[config.mk]
export PLATFORM = sky130hd
export DESIGN_NAME = neuron_mac
export DESIGN_NICKNAME = d
export VERILOG_FILES = /design/src/rtl/neuron_pkg.sv /design/src/rtl/neuron_weight_bank.sv /design/src/rtl/neuron_mac.sv
export SDC_FILE = /design/constraint.sdc
export NUM_CORES = 2
export LEC_CHECK = 0
export CAP_MARGIN = 20
export CORE_UTILIZATION = 59
export DETAILED_ROUTE_END_ITERATION = 10
export DONT_BUFFER_PORTS = 1
export PLACE_DENSITY = 0.85
export SYNTH_ARGS = -nofsm -noshare
export SYNTH_HDL_FRONTEND = slang
export SYNTH_SLANG_ARGS = --single-unit
[constraint.sdc]
create_clock -name clock -period 12 [get_ports clock]
set_input_delay 2.4 -clock clock [delete_from_list [all_inputs] [get_ports clock]]
set_output_delay 2.4 -clock clock [all_outputs]
set_load 0.03 [all_outputs]
[src/rtl/neuron_pkg.sv]
// Shared types and helpers for the neuron multiply-accumulate stage.
//   neuron_state_t : evaluation FSM states
//   sat_add        : add two signed values and clamp the result to a signed range of `width` bits
package neuron_pkg;

    typedef enum logic [1:0] {
        IDLE,
        ACCUM,
        DONE
    } neuron_state_t;

    // Working width of sat_add; wide enough that the raw sum of any operand pair in use
    // (accumulator or full product plus one carry bit) never wraps before clamping.
    localparam int unsigned SAT_WIDTH = 64;

    function automatic logic signed [SAT_WIDTH-1:0] sat_add(
        input logic signed [SAT_WIDTH-1:0] a,
        input logic signed [SAT_WIDTH-1:0] b,
        input int unsigned                 width
    );
        logic signed [SAT_WIDTH-1:0] s;
        logic signed [SAT_WIDTH-1:0] hi;
        logic signed [SAT_WIDTH-1:0] lo;
        s  = a + b;
        hi = (64'sd1 <<< (width - 1)) - 64'sd1;
        lo = -(64'sd1 <<< (width - 1));
        if (s > hi) begin
            return hi;
        end else if (s < lo) begin
            return lo;
        end
        return s;
    endfunction

endpackage

[src/rtl/neuron_weight_bank.sv]
// Weight and bias storage for one neuron.
// Entries 0..NUM_INPUTS-1 hold weights, entry NUM_INPUTS holds the bias.
//   clock, reset : rising-edge clock, asynchronous active-high clear of every entry
//   we           : write strobe (caller gates it to the idle state)
//   w_addr       : write address; addresses above NUM_INPUTS are dropped
//   w_data       : signed write data
//   rd_addr      : asynchronous weight read address
//   rd_data      : weight at rd_addr
//   bias         : bias entry
module neuron_weight_bank
    import neuron_pkg::*;
#(
    parameter int unsigned NUM_INPUTS   = 16,
    parameter int unsigned WEIGHT_WIDTH = 16,
    parameter int unsigned ADDR_WIDTH   = $clog2(NUM_INPUTS + 1)
) (
    input  logic                           clock,
    input  logic                           reset,
    input  logic                           we,
    input  logic        [ADDR_WIDTH-1:0]   w_addr,
    input  logic signed [WEIGHT_WIDTH-1:0] w_data,
    input  logic        [ADDR_WIDTH-1:0]   rd_addr,
    output logic signed [WEIGHT_WIDTH-1:0] rd_data,
    output logic signed [WEIGHT_WIDTH-1:0] bias
);

    logic signed [WEIGHT_WIDTH-1:0] mem_q [NUM_INPUTS+1];

    always_ff @(posedge clock or posedge reset) begin
        if (reset) begin
            for (int i = 0; i <= int'(NUM_INPUTS); i++) begin
                mem_q[i] <= '0;
            end
        end else if (we && (w_addr <= ADDR_WIDTH'(NUM_INPUTS))) begin
            mem_q[w_addr] <= w_data;
        end
    end

    assign rd_data = mem_q[rd_addr];
    assign bias    = mem_q[NUM_INPUTS];

endmodule

[src/rtl/neuron_mac.sv]
// Single-neuron multiply-accumulate stage feeding the activation stage.
// After start, accepts NUM_INPUTS activations, accumulates (x * w) >>> FRAC_BITS onto the bias
// with saturation, then publishes the sum with a one-cycle sum_valid pulse.
//   clock, reset       : rising-edge clock, asynchronous active-high reset
//   w_we/w_addr/w_data : weight (addr < NUM_INPUTS) or bias (addr == NUM_INPUTS) write, idle only
//   start              : begin an evaluation (ignored while busy)
//   in_data/in_valid   : activation stream; in_ready is high only while accumulating
//   busy               : evaluation in progress
//   act_clear          : one-cycle pulse clearing the downstream activation output
//   sum/sum_valid      : registered signed result and its one-cycle qualifier
module neuron_mac
    import neuron_pkg::*;
#(
    parameter int unsigned NUM_INPUTS   = 16,
    parameter int unsigned DATA_WIDTH   = 16,
    parameter int unsigned WEIGHT_WIDTH = 16,
    parameter int unsigned ACC_WIDTH    = 32,
    parameter int unsigned FRAC_BITS    = 8
) (
    input  logic                                   clock,
    input  logic                                   reset,
    input  logic                                   w_we,
    input  logic        [$clog2(NUM_INPUTS+1)-1:0] w_addr,
    input  logic signed [WEIGHT_WIDTH-1:0]         w_data,
    input  logic                                   start,
    input  logic signed [DATA_WIDTH-1:0]           in_data,
    input  logic                                   in_valid,
    output logic                                   in_ready,
    output logic                                   busy,
    output logic                                   act_clear,
    output logic signed [ACC_WIDTH-1:0]            sum,
    output logic                                   sum_valid
);

    localparam int unsigned ADDR_WIDTH = $clog2(NUM_INPUTS + 1);
    localparam int unsigned PROD_WIDTH = DATA_WIDTH + WEIGHT_WIDTH;

    neuron_state_t                  state_q, state_d;
    logic signed [ACC_WIDTH-1:0]    acc_q, acc_d;
    logic        [ADDR_WIDTH-1:0]   index_q, index_d;
    logic signed [ACC_WIDTH-1:0]    sum_q, sum_d;
    logic                           sum_valid_q, sum_valid_d;
    logic                           act_clear_q, act_clear_d;

    logic                           bank_we;
    logic signed [WEIGHT_WIDTH-1:0] weight;
    logic signed [WEIGHT_WIDTH-1:0] bias;
    logic signed [WEIGHT_WIDTH-1:0] bias_eff;
    logic signed [PROD_WIDTH-1:0]   product;
    logic signed [PROD_WIDTH-1:0]   term;

    assign bank_we = w_we && (state_q == IDLE);

    neuron_weight_bank #(
        .NUM_INPUTS  (NUM_INPUTS),
        .WEIGHT_WIDTH(WEIGHT_WIDTH),
        .ADDR_WIDTH  (ADDR_WIDTH)
    ) u_bank (
        .clock  (clock),
        .reset  (reset),
        .we     (bank_we),
        .w_addr (w_addr),
        .w_data (w_data),
        .rd_addr(index_q),
        .rd_data(weight),
        .bias   (bias)
    );

    // A bias write in the same cycle as start must be seen by that evaluation.
    assign bias_eff = (bank_we && (w_addr == ADDR_WIDTH'(NUM_INPUTS))) ? w_data : bias;

    assign product = PROD_WIDTH'(in_data) * PROD_WIDTH'(weight);
    assign term    = product >>> FRAC_BITS;

    always_comb begin
        state_d     = state_q;
        acc_d       = acc_q;
        index_d     = index_q;
        sum_d       = sum_q;
        sum_valid_d = 1'b0;
        act_clear_d = 1'b0;
        unique case (state_q)
            IDLE: begin
                if (start) begin
                    acc_d       = ACC_WIDTH'(bias_eff);
                    index_d     = '0;
                    act_clear_d = 1'b1;
                    state_d     = ACCUM;
                end
            end
            ACCUM: begin
                if (in_valid) begin
                    acc_d   = ACC_WIDTH'(sat_add(SAT_WIDTH'(acc_q), SAT_WIDTH'(term), ACC_WIDTH));
                    index_d = index_q + 1'b1;
                    if (index_q == ADDR_WIDTH'(NUM_INPUTS - 1)) begin
                        state_d = DONE;
                    end
                end
            end
            DONE: begin
                sum_d       = acc_q;
                sum_valid_d = 1'b1;
                state_d     = IDLE;
            end
            default: state_d = IDLE;
        endcase
    end

    always_ff @(posedge clock or posedge reset) begin
        if (reset) begin
            state_q     <= IDLE;
            acc_q       <= '0;
            index_q     <= '0;
            sum_q       <= '0;
            sum_valid_q <= 1'b0;
            act_clear_q <= 1'b0;
        end else begin
            state_q     <= state_d;
            acc_q       <= acc_d;
            index_q     <= index_d;
            sum_q       <= sum_d;
            sum_valid_q <= sum_valid_d;
            act_clear_q <= act_clear_d;
        end
    end

    assign in_ready  = (state_q == ACCUM);
    assign busy      = (state_q != IDLE);
    assign act_clear = act_clear_q;
    assign sum       = sum_q;
    assign sum_valid = sum_valid_q;

endmodule

## Yosys cells after proc, flatten, opt, wreduce, memory -nomap -nowiden

Cells that the tools add are included.

- Input bits: 42
- Register bits after elaboration: 345
- Output and inout port bits: 36

- Multiplexer cells: 27
- Bitwise logic cells: 2
- Equal/unequal tests: 7
- Reduce and logical (&&, ||, !) cells: 9
- $lt $le $gt $ge: 6
- $mul: 1
- Add/subtract/negate cells: 2

Operators with widths:

| cell | number |
|---|---|
| bitwise mux 272 bit | 1 |
| 2-to-1 mux 32 bit | 5 |
| binary-select mux 16 bit (select 5 bit) | 1 |
| demux 16 bit (select 5 bit) | 1 |
| 2-to-1 mux 16 bit | 4 |
| case mux 32 bit (2 select lines) | 1 |
| adder 32 x 24 -> 33 bit | 1 |
| greater-than comparator 33 x 32 -> 1 bit (second input constant) | 1 |
| less-than comparator 33 x 32 -> 1 bit (second input constant) | 1 |
| multiplier 16 x 16 -> 32 bit | 1 |
| greater-or-equal comparator 6 bit (second input constant) | 2 |
| NOT 5 -> 6 bit | 2 |
| 2-to-1 mux 5 bit | 2 |
| case mux 5 bit (2 select lines) | 1 |
| 2-to-1 mux 1 bit | 7 |
| less-than comparator 6 x 1 -> 1 bit (second input constant) | 1 |
| 2-to-1 mux 2 bit | 3 |
| AND reduction 3 bit | 2 |
| adder 5 x 1 -> 5 bit (second input constant) | 1 |
| equality test 5 x 4 -> 1 bit (second input constant) | 1 |
| equality test 5 bit (second input constant) | 1 |
| <= comparator 5 bit (second input constant) | 1 |
| logical AND 1 bit | 4 |
| != test 2 bit (second input constant) | 2 |
| other kinds (6) | 7 |

## Logic depth before layout (Yosys ltp)

- Word-level depth: 14
- Mapped depth: 46

## Cells and area by module

Synthesis repeated with hierarchy kept, for this count alone.

- Cells, all modules: 2369
- Area, all modules: 27086.0 sq um

Modules (own cells, without submodules):

| module | area an instance (sq um) | instances | cells an instance |
|---|---|---|---|
| neuron_mac | 14472.6 | 1 | 1555 |
| neuron_weight_bank | 12613.3 | 1 | 814 |

## Worst setup path after synthesis

OpenSTA, ideal clock, no wires.

- Path type: input to register
- Start point: in in_data[15]
- End point: reg acc_q[18]
- Setup slack: 1.465 ns
- Stages: 31
- Setup time: 0.126 ns
- Arrival time: 10.409 ns
- Cell sequence: clkbuf_1 -> nand2_1 -> fa_1 -> inv_1 -> fa_1 -> fa_1 -> fa_1 -> fa_1 -> inv_1 -> fa_1 -> inv_1 -> ha_1 -> a21o_1 -> a21o_1 -> a21oi_1 -> o21ai_0 -> a21o_1 -> a31oi_2 -> o211ai_1 -> o211ai_1 -> xnor2_1 -> ha_1 -> clkbuf_1 -> nand4_1 -> or4_1 -> o221ai_4 -> nor2_1 -> and4b_1 -> nor4_4 -> buf_4 -> a221o_1

- Longest elaborated chain between the ends: 10
- Elaborated cells on any way between the ends: 12
- Classes of those cells: add/sub (1); mul (1); order compare (2); mux (8)

Ends and longest elaborated chain:

| item | line | RTL |
|---|---|---|
| start, declared | neuron_mac.sv:26 | `input logic signed [DATA_WIDTH-1:0] in_data,` |
| multiplier 16 x 16 -> 32 bit * | neuron_mac.sv:72 | `assign product = PROD_WIDTH'(in_data) * PROD_WIDTH'(weight);` |
| adder 32 x 24 -> 33 bit * | neuron_pkg.sv:24 | `s = a + b;` |
| less-than comparator 33 x 32 -> 1 bit | neuron_pkg.sv:29 | `end else if (s < lo) begin` |
| 2-to-1 mux 1 bit | neuron_pkg.sv:29 |  |
| 2-to-1 mux 1 bit | neuron_pkg.sv:27 | `if (s > hi) begin` |
| 2-to-1 mux 1 bit | neuron_mac.sv:92 | `if (in_valid) begin` |
| 2-to-1 mux 1 bit | neuron_mac.sv:82 | `unique case (state_q)` |
| 2-to-1 mux 32 bit * | neuron_pkg.sv:32 | `return s;` |
| 2-to-1 mux 32 bit * | neuron_mac.sv:92 |  |
| case mux 32 bit (2 select lines) * | neuron_mac.sv:82 |  |
| end signal, assigned | neuron_mac.sv:112 | `acc_q <= '0;` |
| end signal, assigned | neuron_mac.sv:119 | `acc_q <= acc_d;` |
| end, declared | neuron_mac.sv:39 | `logic signed [ACC_WIDTH-1:0] acc_q, acc_d;` |

Mark *: on every way between the ends. The rest lies on a longest branch, timed or not. The select of a mux whose other input is x is not followed.
A chain may end at the register's enable or synchronous reset.

## Final worst setup path

- Start point: reg index_q[0]
- End point: reg acc_q[0]

- Longest elaborated chain between the ends: 14
- Elaborated cells on any way between the ends: 16
- Classes of those cells: add/sub (1); mul (1); order compare (2); mux (11); bitwise (1)

Ends and longest elaborated chain:

| item | line | RTL |
|---|---|---|
| start, declared | neuron_mac.sv:40 | `logic [ADDR_WIDTH-1:0] index_q, index_d;` |
| start signal, assigned | neuron_mac.sv:120 | `index_q <= index_d;` |
| NOT 5 -> 6 bit (implied by the code) * | neuron_weight_bank.sv:39 | `assign rd_data = mem_q[rd_addr];` |
| binary-select mux 16 bit (select 5 bit) * | neuron_weight_bank.sv:39 |  |
| 2-to-1 mux 16 bit (implied by the code) * (2 in a row) | neuron_weight_bank.sv:39 |  |
| multiplier 16 x 16 -> 32 bit * | neuron_mac.sv:72 |  |
| adder 32 x 24 -> 33 bit * | neuron_pkg.sv:24 |  |
| less-than comparator 33 x 32 -> 1 bit | neuron_pkg.sv:29 |  |
| 2-to-1 mux 1 bit | neuron_pkg.sv:29 |  |
| 2-to-1 mux 1 bit | neuron_pkg.sv:27 |  |
| 2-to-1 mux 1 bit | neuron_mac.sv:92 |  |
| 2-to-1 mux 1 bit | neuron_mac.sv:82 |  |
| 2-to-1 mux 32 bit * | neuron_pkg.sv:32 |  |
| 2-to-1 mux 32 bit * | neuron_mac.sv:92 |  |
| case mux 32 bit (2 select lines) * | neuron_mac.sv:82 |  |

Marks and branches as above.

==> run_results.csv <==
group,metric,value,unit
finish,n_antenna_cell,0,
global_route,grt_pass1_wl,105.6,mm
placed_design,hpwl,46.38,mm
sta,period_needed,11.24,ns
placed_design,io_buffers,0,
sta,slew_headroom,21.79,%
drt,drtPass1Iterations,5,
finish,drive_above_1_share,22.16,%
yosys,synth_top_cell_by_area,"dfrtp_1",
power_and_ir_drop,worst_ir_drop_vdd,0.3175,mV
yosys,synth_area,0.02682,mm2
placed_design,place.gp.congestion,0.9607,
clock_tree,cts_root_buffer,"clkbuf_16",
placed_design,dp_slack,0.3770,ns
drt,ant_nets,0,
yosys,synthArstFlopShare,100.0,%
finish,final_cells,2857,
sta,hold_viol,0,
yosys,synth_flop_cell,"dfrtp_1",
sta,tightest_slew,1.170,ns
global_route,grt.total_usage,29.01,%
setup_path,path_max_fanout,36,
sta,post-route-period-util,93.66,%
drt,drc_errors,0,
finish,fin_nets,2661,
clock_tree,clkLatencyLatePin,0.59,ns
finish,regArea,0.008638,mm2
clock_tree,tritoncts,"done",
yosys,synth_area_leaders,"dfrtp_1, fa_1, mux2_2",
sta,slew_viol_final,0,
floorplanning,die_width,215.2,um
floorplanning,initial_utilization,60.26,%
yosys,syn_nets,2706,
power_and_ir_drop,power_density,293.9,mW/mm2
yosys,yosys.area.top_type_share,32.19,%
sta,setup_slack,0.7606,ns
floorplanning,core.rowCount,77,
sta,finClkSkew,0.01525,ns
clock_tree,cts_max_level,1,
setup_path,crit_path_frequent_cell,"fa_1",
hold_path,hold_path_class,"flip-flop to flip-flop",
clock_tree,clock-sinks,345,
global_route,grt_max_degree,102,
sta,hold_slack,0.4987,ns
setup_path,crit_arrival,11.72,ns
yosys,avgSynthCellArea,11.73,um2
flow_run,cap_violations,0,
sta,fin_tns_setup,0,ns
setup_path,cp_slowest_stage_delay,0.86,ns
finish,multiInputGateArea,0.01650,mm2
global_route,overflow,0,
floorplanning,io_pins,78,
yosys,yosysWarnings,0,
finish,fillers,3138,
drt,vias,17750,
sta,rsz0062_at_grt,"false",
placed_design,placed_cells,2789,
sta,setup_viol,0,
floorplanning,core_area,0.04451,mm2
global_route,grt_pass1_vias,19160,
drt,routed_wl,66.08,mm
yosys,synth_enable_flop_cells,0,
floorplanning,dieHeight,215.2,um
drt,via_per_inst,6.213,
setup_path,cp_top_family,"adder cells",
finish,syn_to_final_growth,6.979,%
setup_path,path_buf_inv,4,
clock_tree,cts_buffers,31,
setup_path,crit_type,"flip-flop to flip-flop",
setup_path,critPathCaptureType,"flip-flop",
power_and_ir_drop,leakage,14.53,nW
setup_path,cp_slowest_cell,"dfrtp_4",
clock_tree,cts_buffer_depth,3,
global_route,antenna_found_initial,1,
sta,max_freq,88.97,MHz
yosys,synth_cells,2286,
setup_path,crit_required,12.48,ns
drt,wl_per_cell,23.13,um
drt,first_iter_violations,1437,
setup_path,startpoint_type,"flip-flop",
floorplanning,dieArea,0.04632,mm2
yosys,synth-seq-area-share,32.19,%
yosys,ys_ff_latch,345,
clock_tree,path_clk_slew,0.06,ns
status,status,"complete, no violations",
yosys,synth_cell_types,73,
## worst reg2reg max path, delay by kind of cell, from the launching register on
family / cells / cell delay, ns
adder cells (fa/ha/maj): 8 / 3.75
XOR/XNOR: 1 / 0.26
multiplexers: 2 / 1.05
flip-flops: 1 / 0.86
AND/OR/NAND/NOR: 5 / 1.58
AO/OA/AOI/OAI: 14 / 3.13
buffers and inverters: 4 / 0.52
## registers in the layout (all words and copies together), names as in the netlist
signal and count:
u_bank.bias 16, state_q 2, index_q 5, acc_q 32, act_clear 1, sum_valid 1
sum 32, u_bank.mem_q 256
## worst paths after layout
path	startpoint	endpoint	slack, ns	cells after the start
max	index_q[0]	acc_q[0]	0.76	34
min	u_bank.mem_q[51]	u_bank.mem_q[51]	0.50	1
max reg2reg	index_q[0]	acc_q[0]	0.76	34
min reg2reg	u_bank.mem_q[51]	u_bank.mem_q[51]	0.50	1
max in group asynchronous	reset	u_bank.mem_q[17]	8.27	5
min in group asynchronous	reset	u_bank.mem_q[186]	1.74	1
## cell usage after synthesis, drive strengths merged (6+ instances only)
library cell and count:
dfrtp 345, inv 310, mux2 304, fa 262, nand2 145, ha 116
nor2b 100, clkbuf 80, mux4 72, nor2 69, a21oi 56, and2 48
xnor2 41, buf 38, a21o 34, nand2b 27, o21ai 27, xor2 21
a221o 17, o31ai 17, mux2i 15, nand4 12, and3 11, nand3 11
a31oi 9, o21a 9, a22oi 8, o21bai 8, a211oi 7, a22o 7
o211ai 7, nor3 6, or2 6
## metrics by stage
stage               util [%]  area, um2  total power [mW]
CTS                    63.81      28400             8.311
global placement       61.28      27280             6.987
finish                 64.46      28690             8.433
floorplan                  -      26820             6.007
global route           64.46      28690             9.121
detailed placement     61.35      27300             7.191
## power by group
| group | leakage (nW) | switching, mW | internal, mW |
|---|---|---|---|
| sequential | 4.72 | 0.174 | 1.32 |
| combinational | 9.27 | 3.38 | 2.50 |
| clock | 0.547 | 0.448 | 0.618 |
## metal layers
layer | track usage (%) | vias up | routed length (um)
li1 | - | 7525 | -
met1 | 37.69 | 9330 | 25770
met2 | 49.28 | 749 | 33270
met3 | 4.756 | 146 | 4791
met4 | 10.43 | 0 | 2248
met5 | 0 | - | 0
## cell families (layout without fill, tap and decap cells)
group                    after synthesis  in the layout  synth area share (%)
AO/OA/AOI/OAI                        231            231                 6.359
adder cells (fa/ha/maj)              378            378                 24.97
flip-flops                           345            345                 32.19
multiplexers                         391            391                 19.37
AND/OR/NAND/NOR                      451            451                 8.714
buffers and inverters                428            407                 6.377
XOR/XNOR                              62             62                 2.025
## area by class of cell
class | instances | area share, %
Timing Repair Buffer | 40 | 1.901
Multi-Input combinational cell | 1513 | 57.50
Tap cell | 592 | 2.582
Clock inverter | 12 | 0.6236
Clock buffer | 45 | 3.201
Inverter | 310 | 4.082
Sequential cell | 345 | 30.11
## placed cells by master, fill, tap and decap left out, types with 48 or more instances in the layout
master   netlist  routed
a21oi_1       54      54
and2_1        48      48
dfrtp_1      345     343
fa_1         262     262
ha_1         116     116
inv_1        310     309
mux2_2       304     304
mux4_2        72      72
nand2_1      145     145
nor2_1        68      67
nor2b_1      100      99
## what timing repair did
action                                  CTS  global route
hold endpoints to repair                  0             0
buffers inserted                          0             1
endpoints found under the setup margin    0            16
hold buffers                              0             0
resized for setup                         0             1
Note: power is estimated with default switching activity, not from simulation.
